## config.mk

```make
export PLATFORM = sky130hd
export DESIGN_NAME = branch_predictor
export DESIGN_NICKNAME = d
export VERILOG_FILES = /design/src/rtl/bp_pkg.sv /design/src/rtl/bp_sat_counter.sv /design/src/rtl/branch_predictor.sv
export SDC_FILE = /design/constraint.sdc
export NUM_CORES = 2
export LEC_CHECK = 0
export BUFFER_PORTS_ARGS = -buffer_cell sky130_fd_sc_hd__buf_2
export CAP_MARGIN = 10
export CORE_MARGIN = 5
export CORE_UTILIZATION = 47
export CTS_CLUSTER_SIZE = 28
export DETAILED_ROUTE_END_ITERATION = 8
export SLEW_MARGIN = 20
export SYNTH_ARGS = -nofsm -noshare
export SYNTH_HDL_FRONTEND = slang
export SYNTH_SLANG_ARGS = --single-unit
```

## constraint.sdc

```tcl
create_clock -name CLK -period 8.4 [get_ports CLK]
set_input_delay 0.42 -clock CLK [delete_from_list [all_inputs] [get_ports CLK]]
set_output_delay 0.42 -clock CLK [all_outputs]
set_load 0.005 [all_outputs]
```

## src/rtl/bp_pkg.sv

```systemverilog
// bp_pkg: shared FSM encoding and counter initial value for the branch predictor
package bp_pkg;
   typedef enum logic {ST_INIT, ST_RUN} bp_state_t;
   function automatic int ctr_init(input int bits);
      return (1 << (bits - 1)) - 1;
   endfunction
endpackage

```

## src/rtl/bp_sat_counter.sv

```systemverilog
// bp_sat_counter: saturating increment/decrement of a W-bit value
module bp_sat_counter #(
   parameter int W = 2
) (
   input  logic [W-1:0] value,
   input  logic         en,
   input  logic         inc,
   output logic [W-1:0] next
);
   always_comb next = !en ? value : inc ? (&value ? value : value + W'(1)) : (|value ? value - W'(1) : value);
endmodule

```

## src/rtl/branch_predictor.sv

```systemverilog
// branch_predictor: bimodal/gshare predictor with tagged target table and miss statistics
module branch_predictor
   import bp_pkg::*;
#(
   parameter int ENTRIES  = 64,
   parameter int CTR_BITS = 2,
   parameter int GHR_BITS = 0,
   parameter int CNT_W    = 32
) (
   input  logic             CLK,
   input  logic             RESET,
   input  logic             Lookup_Valid_IN,
   input  logic [31:0]      Lookup_PC_IN,
   input  logic             Stall_IN,
   output logic             Pred_Taken_OUT,
   output logic             Pred_Hit_OUT,
   output logic [31:0]      Pred_Target_OUT,
   input  logic             Update_Valid_IN,
   input  logic [31:0]      Update_PC_IN,
   input  logic [31:0]      Update_Target_IN,
   input  logic [31:0]      Update_Pred_Target_IN,
   input  logic             Update_Taken_IN,
   input  logic             Update_Pred_Taken_IN,
   input  logic             Flush_IN,
   output logic             Mispredict_OUT,
   output logic [31:0]      Correct_PC_OUT,
   output logic             Ready_OUT,
   output logic [CNT_W-1:0] Branch_Count_OUT,
   output logic [CNT_W-1:0] Miss_Count_OUT
);
   localparam int IDX = $clog2(ENTRIES);
   localparam int TAG_W = 30 - IDX;
   localparam int GHR_W = GHR_BITS > 0 ? GHR_BITS : 1;
   localparam logic [CTR_BITS-1:0] CTR_INIT = CTR_BITS'(ctr_init(CTR_BITS));

   bp_state_t state, state_nx;
   logic [IDX-1:0] init_idx, init_idx_nx;
   logic [GHR_W-1:0] ghr;
   logic [CTR_BITS-1:0] ctr_q [ENTRIES];
   logic [ENTRIES-1:0] vld_q;
   logic [TAG_W-1:0] tag_q [ENTRIES];
   logic [31:0] tgt_q [ENTRIES];
   logic [IDX-1:0] ghr_ext, lk_idx, up_idx;
   logic [TAG_W-1:0] lk_tag, up_tag;
   logic run, upd, lk_hit, mis;
   logic [CTR_BITS-1:0] ctr_nx;
   logic [CNT_W-1:0] br_nx, miss_nx;
   logic unused_pc_bits;

   assign unused_pc_bits = ^Lookup_PC_IN[1:0];
   assign ghr_ext = GHR_BITS > 0 ? IDX'(ghr) : '0;
   assign lk_idx  = Lookup_PC_IN[IDX+1:2] ^ ghr_ext;
   assign up_idx  = Update_PC_IN[IDX+1:2] ^ ghr_ext;
   assign lk_tag  = Lookup_PC_IN[31:IDX+2];
   assign up_tag  = Update_PC_IN[31:IDX+2];
   assign run     = state == ST_RUN;
   assign upd     = run && Update_Valid_IN && !Flush_IN;
   assign lk_hit  = run && vld_q[lk_idx] && tag_q[lk_idx] == lk_tag;
   assign mis     = upd && (Update_Taken_IN != Update_Pred_Taken_IN ||
                            (Update_Taken_IN && Update_Target_IN != Update_Pred_Target_IN));
   assign Ready_OUT = run;

   bp_sat_counter #(.W(CTR_BITS)) u_ctr (.value(ctr_q[up_idx]), .en(1'b1), .inc(Update_Taken_IN), .next(ctr_nx));
   bp_sat_counter #(.W(CNT_W)) u_br (.value(Branch_Count_OUT), .en(upd), .inc(1'b1), .next(br_nx));
   bp_sat_counter #(.W(CNT_W)) u_miss (.value(Miss_Count_OUT), .en(mis), .inc(1'b1), .next(miss_nx));

   always_ff @(posedge CLK or negedge RESET) begin
      if (!RESET) begin
         state    <= ST_INIT;
         init_idx <= '0;
      end else begin
         state    <= state_nx;
         init_idx <= init_idx_nx;
      end
   end

   always_comb begin
      state_nx    = state;
      init_idx_nx = init_idx;
      if (Flush_IN) begin
         state_nx    = ST_INIT;
         init_idx_nx = '0;
      end else if (state == ST_INIT) begin
         init_idx_nx = init_idx + IDX'(1);
         state_nx    = &init_idx ? ST_RUN : ST_INIT;
      end
   end

   // Table storage needs no reset: INIT rewrites every counter and valid bit.
   always_ff @(posedge CLK) begin
      if (state == ST_INIT) begin
         ctr_q[init_idx] <= CTR_INIT;
         vld_q[init_idx] <= 1'b0;
      end else if (upd) begin
         ctr_q[up_idx] <= ctr_nx;
         if (Update_Taken_IN) begin
            vld_q[up_idx] <= 1'b1;
            tag_q[up_idx] <= up_tag;
            tgt_q[up_idx] <= Update_Target_IN;
         end
      end
   end

   always_ff @(posedge CLK or negedge RESET) begin
      if (!RESET) begin
         Pred_Taken_OUT   <= 1'b0;
         Pred_Hit_OUT     <= 1'b0;
         Pred_Target_OUT  <= '0;
         Mispredict_OUT   <= 1'b0;
         Correct_PC_OUT   <= '0;
         Branch_Count_OUT <= '0;
         Miss_Count_OUT   <= '0;
         ghr              <= '0;
      end else begin
         if (Lookup_Valid_IN && !Stall_IN) begin
            Pred_Hit_OUT    <= lk_hit;
            Pred_Taken_OUT  <= lk_hit && ctr_q[lk_idx][CTR_BITS-1];
            Pred_Target_OUT <= lk_hit ? tgt_q[lk_idx] : '0;
         end
         Mispredict_OUT   <= mis;
         Correct_PC_OUT   <= !mis ? '0 : Update_Taken_IN ? Update_Target_IN : Update_PC_IN + 32'd8;
         Branch_Count_OUT <= br_nx;
         Miss_Count_OUT   <= miss_nx;
         if (Flush_IN)
            ghr <= '0;
         else if (upd && GHR_BITS > 0)
            ghr <= GHR_W'({ghr, Update_Taken_IN});
      end
   end
endmodule

```

# Word-level counts from Yosys, hierarchy flattened
# Memory sizes are Yosys's and may differ from the RTL's.
# Cells that the tools add are included.
# word_totals
memories	3
wordCells	88
in_bits	136
ramBits	3712
reg_bits	202
out_inout_bits	132
# op_classes
n_mux	31
order_cmp	5
n_eq_ne	6
reduce_logical	22
add_sub_neg	6
bitwise	5
# mem_list
memory	words	width	rd	rd_ports_with_merged_regs	write_ports	line	source
tgt_q	64	32	1	0	1	branch_predictor.sv:42	logic [31:0] tgt_q [ENTRIES];
tag_q	64	24	1	0	1	branch_predictor.sv:41	logic [TAG_W-1:0] tag_q [ENTRIES];
ctr_q	64	2	2	0	1	branch_predictor.sv:39	logic [CTR_BITS-1:0] ctr_q [ENTRIES];
# op_table
cell	count
$mux 64	3
$mux 32	3
$add 32x1->32 const B	2
$and 64x64->64	1
$not 64->64	1
$or 64x64->64	1
$reduce_and 32->1	2
$add 32x4->32 const B	1
$ne 32x32->1	1
$eq 24x24->1	1
$lt 6x7->1 const B	3
$mux 6	3
$mux 1	15
$demux 1 s6	2
$ge 6x1->1 const B	2
$logic_and 1x1->1	10
$mux 2	4
$reduce_and 2->1	4
$add 6x1->6 const B	1
$bmux 1 s6	1
$reduce_and 6->1	1
$ne 2x2->1 const B	2
$reduce_or 2->1	2
$add 2x1->2 const B	1
other kinds (6)	8

# Longest topological paths before layout
# logic_depth
word_depth	8
ltp_mapped	16
mapped_depth_nobuf	9

# Modules after synthesis
# From an unflattened synthesis, not the netlist that was laid out.
# hier_totals
hier_cells	7323
area_unflattened_um2	155500.4
# modules_own_cells
module	cells_each	instances	seq_area_each_um2	area_each_um2
branch_predictor	6848	1	116842.1	152361.1
bp_sat_counter (u_br)	227	1	0.0	1596.5
bp_sat_counter (u_miss)	239	1	0.0	1480.2
bp_sat_counter (u_ctr)	9	1	0.0	62.6

# Worst setup path after synthesis
# Ideal clock, no wire load.
# synth_timing
path_kind	input to register
startpoint	input port Flush_IN
endpoint	register vld_q[0], enable pin
cell_stages	4
slack_ns	2.177
t_arrival_ns	5.648
setup_time_ns	0.574
n_path_buf	2
required_ns	7.826
path_cell_list	clkbuf_1 > nand3b_1 > clkbuf_1 > o21ai_0
# synth_between
elab_chain_cells	4
# synth_lines
item	line	source
start, declared	branch_predictor.sv:24	input logic Flush_IN,
$logic_not 1->1	branch_predictor.sv:57	assign upd = run && Update_Valid_IN && !Flush_IN;
$logic_and 1x1->1	branch_predictor.sv:57	
$ne 2x1->1 (no line)	n/a	
$reduce_and 2->1 (no line)	n/a	
end signal, assigned by index	branch_predictor.sv:93	vld_q[init_idx] <= 1'b0;
end signal, assigned by index	branch_predictor.sv:97	vld_q[up_idx] <= 1'b1;
end, declared	branch_predictor.sv:40	logic [ENTRIES-1:0] vld_q;
# No other way between the ends.
# A chain may end at the register's enable or synchronous reset.

# Worst setup path after layout
# layout_timing
startpoint	input port Lookup_PC_IN[4]
endpoint	register Pred_Target_OUT[7]
# layout_between
elab_chain_cells	5
elab_cells_between_ends	8
classes_between	eq/ne: 1; mux: 3; reduce/logical: 2; memory: 2
# layout_lines
item	line	source
start, declared	branch_predictor.sv:13	input logic [31:0] Lookup_PC_IN,
parallel branches: the longest is 4 deep, another holds $mem_v2 64x24	n/a	
$mux 32 (*)	branch_predictor.sv:118	Pred_Target_OUT <= lk_hit ? tgt_q[lk_idx] : '0;
end signal, assigned	branch_predictor.sv:118	
end, declared	branch_predictor.sv:17	output logic [31:0] Pred_Target_OUT,
# Mark *: on every way between the ends. The select of a mux whose other input is x is not followed.

==> metrics.md <==
| Metric | Value |
|---|---|
| Status | completed |
| Vias in the first global route | around 80,000 |
| Asr flop ratio synth | approximately 3.5% |
| Largest net degree at the start of global routing | 143 |
| Setup violations, final | 0 |
| Cells after synthesis | 7,092 |
| Post-route setup TNS | 0 ns |
| DP HPWL | roughly 250,000 um |
| DRC Markers | 0 |
| Clk slew on worst S/H paths | roughly 0.060 ns |
| Placer congestion estimate | 0.8003 |
| First-pass GRT wire length | roughly 650,000 um |
| Crit. End Element | register |
| Multi-input gate area | 35,020 sq um |
| Post-Synth XOR/XNOR Area | less than 1% |
| Gr usage total | 27.56% |
| R2R Path End | Pred_Target_OUT[7]$_DFFE_PN0P_ |
| Leak Pwr | roughly 56 nW |
| Register Area | ~120,000 sq um |
| Max transition margin | 18.25% |
| FF-to-FF Start | tag_q[17][6]$_DFFE_PP_ |
| RSZ-0062 raised after global routing | false |
| Number of gates resized after cts | 0 |
| WP data required | ~9.3 ns |
| Routed wire per std cell | between 30 and 40 um |
| Worst path cell trace | buf_8 > buf_4 > mux4_2 > nand2_1 > a21oi_1 > o22ai_1 > a2111oi_1 > buf_4 > nand3_1 > nor4_4 > nand4_4 > buf_4 > o31ai_2 |
| Min-Delay Startpoint | Update_Target_IN[13] |
| HP Class | primary input to register |
| Crit path launch type | primary input |
| DRT Wirelength | roughly 470,000 um |
| Starting Density | between 40% and 50% |
| Pwr Total | 41.17 mW |
| Gr ovfl total | 0 |
| VDD IR max | around 0.18 mV |
| TritonCTS Buffers | between 300 and 400 |
| Fillers | approximately 25,000 |
| Worst path slowest cell | buf_4 |
| Tcrit/Tclk final | between 60 and 70% |
| DRT iter0 DRCs | 11,788 |
| 1st-pass router iterations | 6 |
| Final Skew | 0.06627 ns |
| Adder and majority gate portion of the synthesized area | less than 1% |
| Largest family of logic cells by synthesized area | multiplexers |
| Die Width | about 580 um |
| Multiplexer share of the synthesized area | about 17% |
| Reg2reg setup slack | approximately 3.7 ns |
| Setup bufs post-CTS | 0 |
| Worst-margin pin slew | approximately 1.2 ns |
| Tmin final | between 5 and 6 ns |
| Max Cap Viol | 0 |
| Reg2Reg Depth | 10 |
| Yosys cell types | 79 |
| Initial antenna violation count | 21 |
| Yosys warning total | 0 |
| Post-synthesis compound-gate area fraction | under 10% |
| TritonCTS clock tree | yes |
| Critical Path Source | Lookup_PC_IN[4] |
| Final Max Slew Viols | 0 |
| Critical path's top delay family | buffers and inverters |
| Buffers on Ports | 265 |
| Layout area overhead | 13.70% |
| H-tree levels | 5 |
| Worst hold endpoint | tgt_q[13][13]$_DFFE_PP_ |
| Synth Flop Type | edfxtp_1 |
| Worst EP arrival | around 6 ns |
| Buf+Inv Stages, Crit Path | 4 |
| Number of hold violations in the final report | 0 |
| Netlist Area Pre-Place | around 150,000 sq um |
| Crit-path max FO | 74 |
| Worst-Skew Late Latency | approximately 0.97 ns |
| Post-Syn Nets | roughly 7,200 |
| Synth Area in Simple Gates | under 10% |
| Pwr dens | approximately 240 nW/um^2 |
| I/O pin total | approximately 270 |
| Core area | approximately 320,000 sq um |
| Slowest stage delay, CP | roughly 0.8 ns |
| Post-DRT Antenna Nets | 0 |
| Fraction of layout instances using a drive strength above 1 | roughly 29% |
| Most frequent CP cell | buf_4 |
| Drt via density | around 6.5 |
| #FFs+latches synth | approximately 3,900 |
| Register area share after synthesis | 76.16% |
| Row cnt | about 210 |
| Hold path cells | 1 |
| Num Clock Sinks | between 3,000 and 4,000 |
| Fmax | 0.1951 GHz |
| Via count | roughly 80,000 |
| Clock Path Buffers | 4 |
| Chip height | 581.3 um |
| Avg Cell Area, Syn | 21.63 sq um |
| Number of synthesized flops with an enable pin | about 3,800 |
| Layout Nets | between 7,000 and 8,000 |
| Die area | roughly 340,000 sq um |
| CTS root buf | clkbuf_16 |
| Critical path class | primary input to register |
sequential cells by signal, indices dropped and copies added, names as in the netlist:
register          cells
Ready_OUT             1
Pred_Target_OUT      32
Pred_Hit_OUT          1
vld_q                64
ctr_q               128
Pred_Taken_OUT        1
Mispredict_OUT        1
Miss_Count_OUT       32
tgt_q              2048
tag_q              1536
init_idx              6
Branch_Count_OUT     32
Correct_PC_OUT       32
routing by layer:
metal	vias up	track usage, %	part of all wire (%)
met5	-	0	0.0080
met4	6	10.67	4.5
met3	916	5.910	10
met2	4935	43.01	47
met1	43274	38.51	38
li1	30880	-	-
report_power, final:
group	total [mW]	internal (mW)	switching (mW)
Sequential	21.4	21.4	0.0243
Combinational	2.04	0.732	1.31
Clock	17.7	10.1	7.55
cells in the mapped netlist, types with 24 or more instances:
master	number	share of area (%)
o21ai_0	137	0.45
nor2_1	255	0.62
a31oi_1	24	0.098
a22oi_1	65	0.32
a21oi_1	131	0.43
clkbuf_1	151	0.37
buf_4	26	0.13
mux4_2	1060	16
o22ai_1	34	0.14
buf_2	87	0.28
xnor2_1	85	0.49
nand2_1	284	0.69
edfxtp_1	3776	74
buf_6	29	0.21
dfrtp_1	138	2.3
nor3_1	24	0.078
nand4_1	30	0.12
buf_1	74	0.18
mux2i_1	160	1.0
nor2b_1	29	0.12
xor2_1	53	0.30
nand3_1	114	0.37
o31ai_2	30	0.24
stage by stage:
stage | utilization, % | instance area, sq um | hold WS, ns | cells | setup WS (ns)
6_report | 53.75 | 174400 | 0.02558 | 12305 | 3.275
5_1_grt | 53.75 | 174400 | 0.01590 | 12297 | 3.064
4_1_cts | 53.73 | 174400 | 0.01251 | 12294 | 3.415
3_5_place_dp | 49.69 | 161200 | 0.4687 | 11549 | 2.394
3_3_place_gp | 49.67 | 161200 | 0.4606 | 11547 | 2.366
2_1_floorplan | - | 153400 | 0.1244 | 7092 | 2.177
what timing repair did:
action,in CTS,in global routing
setup endpoints to repair,0,0
hold endpoints to repair,233,0
hold buffers,19,0
worst max path at each step:
stage | to | cells after the start
after global placement | Pred_Target_OUT[18]$_DFFE_PN0P_ | 13
after global routing | Pred_Target_OUT[15]$_DFFE_PN0P_ | 13
after detailed placement | Pred_Target_OUT[15]$_DFFE_PN0P_ | 12
after floorplan | vld_q[0]$_DFFE_PP_ | 4
after CTS | Pred_Target_OUT[7]$_DFFE_PN0P_ | 12
final | Pred_Target_OUT[7]$_DFFE_PN0P_ | 13
layout by cell type (no fill, tap or decap), types with 65 or more instances in the layout:
cell,n
edfxtp_1,3776
mux4_2,1060
clkbuf_16,401
nand2_1,284
buf_2,251
buf_4,205
nor2_1,189
mux2i_1,160
dfrtp_1,138
o21ai_0,136
a21oi_1,131
nand3_1,114
xnor2_1,83
clkbuf_1,83
clkinv_1,78
clkinv_2,74
a22oi_1,65
cell families (layout without fill, tap and decap cells):
kind of cell | after synthesis | in the layout
adder cells (fa/ha/maj) | 9 | 9
AND/OR/NAND/NOR | 859 | 859
XOR/XNOR | 139 | 139
AO/OA/AOI/OAI | 522 | 522
buffers and inverters | 405 | 1283
multiplexers | 1244 | 1244
flip-flops | 3914 | 3914
other | 0 | 10
worst register-to-register path: stages, from the launching register on:
cell,delay [ns]
edfxtp_1,0.38
mux4_2,0.46
mux2_2,0.29
o2bb2ai_1,0.19
a2111oi_0,0.75
a21oi_1,0.39
xnor2_1,0.23
and4_1,0.36
nand4_4,0.71
buf_4,0.58
o31ai_2,0.25
layout make-up:
type / instances / share of cell area [%]
clock buffer: 491 / 5.986
sequential: 3914 / 66.98
tap: 4325 / 3.102
multi-input combinational: 2773 / 20.08
clock inverter: 235 / 1.427
inverter: 25 / 0.06240
antenna: 10 / 0.01435
timing repair buffer: 532 / 2.351
Note: power is estimated with default switching activity, not from simulation.
